`config.mk`:
```
export PLATFORM = sky130hd
export DESIGN_NAME = sensor_tx_scheduler
export DESIGN_NICKNAME = d
export VERILOG_FILES = /design/src/rtl/sensor_sched_pkg.sv /design/src/rtl/sensor_rr_arbiter.sv /design/src/rtl/sensor_tx_scheduler.sv
export SDC_FILE = /design/constraint.sdc
export NUM_CORES = 1
export LEC_CHECK = 0
export CAP_MARGIN = 25
export CORE_MARGIN = 1
export CORE_UTILIZATION = 37
export CTS_BUF_LIST = sky130_fd_sc_hd__clkbuf_4 sky130_fd_sc_hd__clkbuf_8
export CTS_CLUSTER_SIZE = 10
export DETAILED_ROUTE_END_ITERATION = 10
export PLACE_DENSITY = 0.8
export SLEW_MARGIN = 20
export SYNTH_ARGS = -nofsm -noshare
export SYNTH_HDL_FRONTEND = slang
export SYNTH_SLANG_ARGS = --single-unit
```
`constraint.sdc`:
```
create_clock -name clk -period 2 [get_ports clk]
set_input_delay 0.2 -clock clk [delete_from_list [all_inputs] [get_ports clk]]
set_output_delay 0.2 -clock clk [all_outputs]
set_load 0.01 [all_outputs]
```
`src/rtl/sensor_sched_pkg.sv`:
```
// Shared types and constants for the sensor transmit scheduler: FSM encoding,
// default geometry and a width helper.
package sensor_sched_pkg;

   localparam int DEF_N_CH   = 8;
   localparam int DEF_DATA_W = 16;

   typedef enum logic [1:0] {
      ST_IDLE  = 2'd0,
      ST_GRANT = 2'd1,
      ST_START = 2'd2,
      ST_WAIT  = 2'd3
   } sched_state_t;

   // Ceil-log2 with a floor of 1 so a single channel still gets a 1-bit index.
   function automatic int clog2_min1(input int value);
      int w;
      w = 0;
      while ((1 << w) < value) w++;
      return (w < 1) ? 1 : w;
   endfunction

endpackage

```
`src/rtl/sensor_rr_arbiter.sv`:
```
// Combinational round-robin search: first requesting channel at or above ptr,
// wrapping to the lowest requester when none is found above it.
module sensor_rr_arbiter
   import sensor_sched_pkg::*;
#(
   parameter  int N_CH = DEF_N_CH,
   localparam int CH_W = clog2_min1(N_CH)
) (
   input  logic [N_CH-1:0] req,
   input  logic [CH_W-1:0] ptr,
   output logic [CH_W-1:0] gnt_idx,
   output logic            gnt_vld
);

   logic [N_CH-1:0] masked;
   logic            hi_vld;
   logic            lo_vld;
   logic [CH_W-1:0] hi_idx;
   logic [CH_W-1:0] lo_idx;

   always_comb begin
      masked = '0;
      hi_vld = 1'b0;
      lo_vld = 1'b0;
      hi_idx = '0;
      lo_idx = '0;
      for (int i = 0; i < N_CH; i++) begin
         masked[i] = req[i] && (i >= int'(ptr));
      end
      // Scan downward so the last hit is the lowest index.
      for (int i = N_CH - 1; i >= 0; i--) begin
         if (masked[i]) begin
            hi_vld = 1'b1;
            hi_idx = CH_W'(i);
         end
         if (req[i]) begin
            lo_vld = 1'b1;
            lo_idx = CH_W'(i);
         end
      end
      gnt_vld = lo_vld;
      gnt_idx = hi_vld ? hi_idx : lo_idx;
   end

endmodule

```
`src/rtl/sensor_tx_scheduler.sv`:
```
// Round-robin scheduler feeding sensor channel words into one UART transmitter.
// Optional wait-for-done watchdog enabled by defining SENSOR_TX_TIMEOUT_EN.
//
//   state    | meaning
//   ---------+------------------------------------------------------------
//   ST_IDLE  | no transfer; grant the next ready channel and latch its word
//   ST_GRANT | ch_ack high for the granted channel
//   ST_START | tx_start high for one cycle
//   ST_WAIT  | hold tx_data/tx_ch until tx_done (or watchdog expiry)
module sensor_tx_scheduler
   import sensor_sched_pkg::*;
#(
   parameter  int          N_CH        = DEF_N_CH,
   parameter  int          DATA_W      = DEF_DATA_W,
   parameter  int unsigned TIMEOUT_CYC = 5000000,
   localparam int          CH_W        = clog2_min1(N_CH)
) (
   input  logic                   clk,
   input  logic                   rst_n,
   input  logic [N_CH-1:0]        ch_ready,
   input  logic [N_CH*DATA_W-1:0] ch_data,
   output logic [N_CH-1:0]        ch_ack,
   output logic [DATA_W-1:0]      tx_data,
   output logic [CH_W-1:0]        tx_ch,
   output logic                   tx_start,
   input  logic                   tx_done,
   output logic                   busy,
   output logic                   tx_timeout
);

   sched_state_t      state, state_nxt;
   logic [CH_W-1:0]   ptr, ptr_nxt;
   logic [DATA_W-1:0] data_nxt;
   logic [CH_W-1:0]   ch_nxt;
   logic [N_CH-1:0]   ack_nxt;
   logic              start_nxt;
   logic              timeout_nxt;
   logic [CH_W-1:0]   gnt_idx;
   logic              gnt_vld;
   logic [CH_W-1:0]   ptr_after;

   sensor_rr_arbiter #(.N_CH(N_CH)) u_arb (
      .req     (ch_ready),
      .ptr     (ptr),
      .gnt_idx (gnt_idx),
      .gnt_vld (gnt_vld)
   );

   // Pointer moves just past the channel that was served.
   assign ptr_after = (tx_ch == CH_W'(N_CH - 1)) ? '0 : tx_ch + 1'b1;
   assign busy      = (state != ST_IDLE);

`ifdef SENSOR_TX_TIMEOUT_EN
   logic [31:0] wait_cnt, wait_cnt_nxt;
`else
   logic unused_timeout_cfg;
   assign unused_timeout_cfg = ^TIMEOUT_CYC;
`endif

   always_comb begin
      state_nxt   = state;
      ptr_nxt     = ptr;
      data_nxt    = tx_data;
      ch_nxt      = tx_ch;
      ack_nxt     = '0;
      start_nxt   = 1'b0;
      timeout_nxt = 1'b0;
`ifdef SENSOR_TX_TIMEOUT_EN
      wait_cnt_nxt = wait_cnt;
`endif
      case (state)
         ST_IDLE: begin
            if (gnt_vld) begin
               data_nxt         = ch_data[int'(gnt_idx)*DATA_W +: DATA_W];
               ch_nxt           = gnt_idx;
               ack_nxt[gnt_idx] = 1'b1;
               state_nxt        = ST_GRANT;
            end
         end
         ST_GRANT: begin
            start_nxt = 1'b1;
            state_nxt = ST_START;
         end
         ST_START: begin
            state_nxt = ST_WAIT;
`ifdef SENSOR_TX_TIMEOUT_EN
            wait_cnt_nxt = '0;
`endif
         end
         ST_WAIT: begin
            if (tx_done) begin
               ptr_nxt   = ptr_after;
               state_nxt = ST_IDLE;
            end
`ifdef SENSOR_TX_TIMEOUT_EN
            else if (wait_cnt == 32'(TIMEOUT_CYC - 1)) begin
               ptr_nxt     = ptr_after;
               timeout_nxt = 1'b1;
               state_nxt   = ST_IDLE;
            end else begin
               wait_cnt_nxt = wait_cnt + 32'd1;
            end
`endif
         end
         default: state_nxt = ST_IDLE;
      endcase
   end

   always_ff @(posedge clk or negedge rst_n) begin
      if (!rst_n) begin
         state      <= ST_IDLE;
         ptr        <= '0;
         tx_data    <= '0;
         tx_ch      <= '0;
         ch_ack     <= '0;
         tx_start   <= 1'b0;
         tx_timeout <= 1'b0;
      end else begin
         state      <= state_nxt;
         ptr        <= ptr_nxt;
         tx_data    <= data_nxt;
         tx_ch      <= ch_nxt;
         ch_ack     <= ack_nxt;
         tx_start   <= start_nxt;
         tx_timeout <= timeout_nxt;
      end
   end

`ifdef SENSOR_TX_TIMEOUT_EN
   always_ff @(posedge clk or negedge rst_n) begin
      if (!rst_n) wait_cnt <= '0;
      else        wait_cnt <= wait_cnt_nxt;
   end
`endif

endmodule

```
==> run_results.csv <==
group,metric,value,unit
outcome,status,"finished, violations left",
outcome,violations,"setup timing",
synthesis,synth_area,3080,sq um
synthesis,yosysMostFrequentCell,"nand2_1",
place,dp_cells,677,
global_route,grt_max_degree,34,
power_and_ir_drop,p_per_area,1250,nW/um^2
timing,fin_ws,-117,ps
detailed_routing,post_drt_wl_per_cell,20.5,um
global_route,grt_antenna_before_repair,0,
clock_network,clkSinkCount,33,
global_route,grt_remaining_overflow,0,
global_route,grt_pass1_wl,20.3,mm
min_path,hold_class,"in2async",
synthesis,synth_area_leaders,"dfrtp_1, nand2_1, and3_1",
synthesis,dominantRegCellSynth,"dfrtp_1",
cells_and_area,num_antenna_cells,0,
power_and_ir_drop,vdd_drop_max,594,uV
power_and_ir_drop,p_int,4.22,mW
detailed_routing,wl,14.4,mm
synthesis,yosysTopAreaCell,"dfrtp_1",
power_and_ir_drop,switchingPower,3.21,mW
power_and_ir_drop,p_comb_frac,0.734,
setup_path,cp_max_fo,8,
synthesis,synth_warnings,0,
setup_path,critPathLaunchType,"flop",
timing,hold_viol,0,
synthesis,synth.distinct_cells,52,
global_route,grt_pass1_vias,4019,
setup_path,r2r_slack,-120,ps
clock_network,cts_buffer_depth,2,
setup_path,cp-end-kind,"flop",
timing,whs,523,ps
floorplanning,core-area,7890,sq um
synthesis,netlist_instances,381,
clock_network,clkTransAtPathRegs,80,ps
power_and_ir_drop,power_leakage,2.46,nW
detailed_routing,drcViolationCount,0,
synthesis,synth_fp_nets,526,
clock_network,cts_buffers,5,
setup_path,cp.arrival,2310,ps
floorplanning,die_w,93.2,um
setup_path,r2r_cells,9,
floorplanning,io-pin-count,169,
synthesis,async_flop_share,1.00,
detailed_routing,antenna_left,0,
synthesis,synth_seq_cells,33,
setup_path,crit_required,2190,ps
setup_path,path_class,"reg2reg",
setup_path,r2r_start,"ptr[2]$_DFFE_PN0P_",
cells_and_area,finalNetCount,742,
run,maxCapViolCount,0,
cells_and_area,drive_gt1_frac,0.247,
synthesis,synth-simple-area-share,0.252,
timing,finalSetupViolCount,19,
cells_and_area,syn2layout_area_growth,93.0,%
clock_network,htree_levels,2,
synthesis,netlist.area_leader.share,0.269,
floorplanning,die_area,8680,sq um
timing,slew_headroom,0.462,
clock_network,insertion_delay,300,ps
synthesis,synthAdderAreaFrac,0.0244,
setup_path,rr_endpoint,"tx_data[15]$_DFFE_PN0P_",
timing,period_minus_slack,2120,ps
timing,tightest_slew,807,ps
synthesis,ys_seq_area_frac,0.269,
floorplanning,die_h,93.2,um
cells_and_area,final_cells,700,
synthesis,synth_compound_area_frac,0.319,
place,post-place-ws,-492,ps
detailed_routing,num_vias,4189,
timing,rsz0062_at_grt,"true",
synthesis,muxShareOfSynthArea,0.0594,
synthesis,synth_top_family_by_area,"compound AO/OA/AOI/OAI gates",
timing,finalCritPeriodShare,1.06,
place,dp_hpwl,9.56,mm
synthesis,synth_edf_count,0,
timing,timing.setup.tns,-1140,ps
power_and_ir_drop,swShare,0.432,
place,dpl_cell_area,5200,sq um
synthesis,synthTopCellsByCount,"nand2_1, dfrtp_1, and3_1",
synthesis,syn_avg_cell_area,8.07,sq um
floorplanning,rows,32,
timing,fin_skew,8.37,ps
power_and_ir_drop,p_clk_frac,0.107,
detailed_routing,drtIter0Drc,277,
synthesis,synth_xor_area_frac,0,
clock_network,cts_root_buffer,"clkbuf_8",
power_and_ir_drop,p_seq_frac,0.160,
place,gp_congestion,0.862,
detailed_routing,routed_via_density,5.98,
place,io_buffers,167,
detailed_routing,dr.pass1.iters,5,
clock_network,cts_tree,"done",
global_route,track_usage,0.300,
floorplanning,initial_core_util,0.390,
timing,fmax,472,MHz
timing,maxSlewViolCount,0,
cells_and_area,fin_area,5940,sq um
per-layer routing:
metal | wire length [um] | track usage
met5 | 0 | 0
met4 | 541 | 0.0936
met3 | 1080 | 0.0439
met2 | 7130 | 0.518
met1 | 5600 | 0.384
worst max-delay path, stage by stage, from the launching register on:
cell	delay (ps)
dfrtp_1	430
buf_6	140
inv_2	50
a22oi_2	60
o221a_2	330
o21ai_2	150
nand4_1	250
buf_6	230
a211o_1	290
o311ai_2	80
layout make-up:
cell class	count	area (sq um)
clock buffer	5	68.8
clock inverter	3	65.1
fill	546	1950
inverter	9	33.8
multi-input combinational	302	2340
sequential	33	828
tap	102	128
timing repair buffer	246	2480
power groups by stage:
stage,clock [mW],combinational (mW),sequential [mW]
after floorplan,0,2.32,1.24
after global placement,0,4.30,1.17
after detailed placement,0,4.40,1.17
after CTS,0.791,4.62,1.17
after global routing,0.819,5.78,1.21
final,0.792,5.45,1.19
sequential cells by signal, indices dropped and copies added (netlist names):
signal and flops:
tx_data 16, tx_ch 3, tx_start 1, ptr 3, ch_ack 8, state 2
per-stage QoR:
stage | utilization | total power [mW]
floorplan | - | 3.56
global placement | 0.659 | 5.47
detailed placement | 0.659 | 5.57
CTS | 0.696 | 6.58
global route | 0.753 | 7.81
finish | 0.753 | 7.43
cell families after synthesis:
| kind of cell | after synthesis |
|---|---|
| other | 1 |
| buffers and inverters | 46 |
| adders and majority gates | 6 |
| and+or+nand+nor | 149 |
| DFF | 33 |
| muxes | 18 |
| AOI/OAI and AO/OA | 128 |
how the worst max path moves through the flow:
stage | endpoint | depth (start not counted) | slack (ps) | startpoint
CTS | tx_data[2]$_DFFE_PN0P_ | 8 | -10 | ptr[1]$_DFFE_PN0P_
detailed placement | tx_data[2]$_DFFE_PN0P_ | 9 | -490 | ch_ready[5]
global placement | tx_data[2]$_DFFE_PN0P_ | 9 | -470 | ch_ready[4]
floorplan | tx_data[0]$_DFFE_PN0P_ | 9 | 60 | ptr[2]$_DFFE_PN0P_
global route | tx_data[15]$_DFFE_PN0P_ | 9 | -180 | ptr[1]$_DFFE_PN0P_
finish | tx_data[15]$_DFFE_PN0P_ | 9 | -120 | ptr[2]$_DFFE_PN0P_
layout by cell type (no fill, tap or decap), drive strengths merged, types with 2 or more instances in the layout:
cell type        n
a211o           15
a211oi          16
a21boi           3
a21o             3
a21oi            5
a22oi            2
a31oi            3
and3            30
buf             78
bufinv           2
clkbuf           6
clkdlybuf4s50  160
dfrtp           33
dlygate4sd2      4
dlymetal6s2s     2
ha               6
inv              9
mux2             2
mux2i           16
nand2           58
nand3           17
nor2             8
nor2b            4
nor3            13
nor4            17
o21a             2
o21ai           40
o221ai          15
o311ai          16
o31ai            2
what timing repair did:
action,4_1_cts,5_1_grt
gates cloned,0,2
hold endpoints to repair,5,0
resized for setup,37,66
setup endpoints to repair,23,26
hold buffers,1,0
pin swaps,8,27
buffers inserted,3,9
Power figures use the tool's default switching activity.
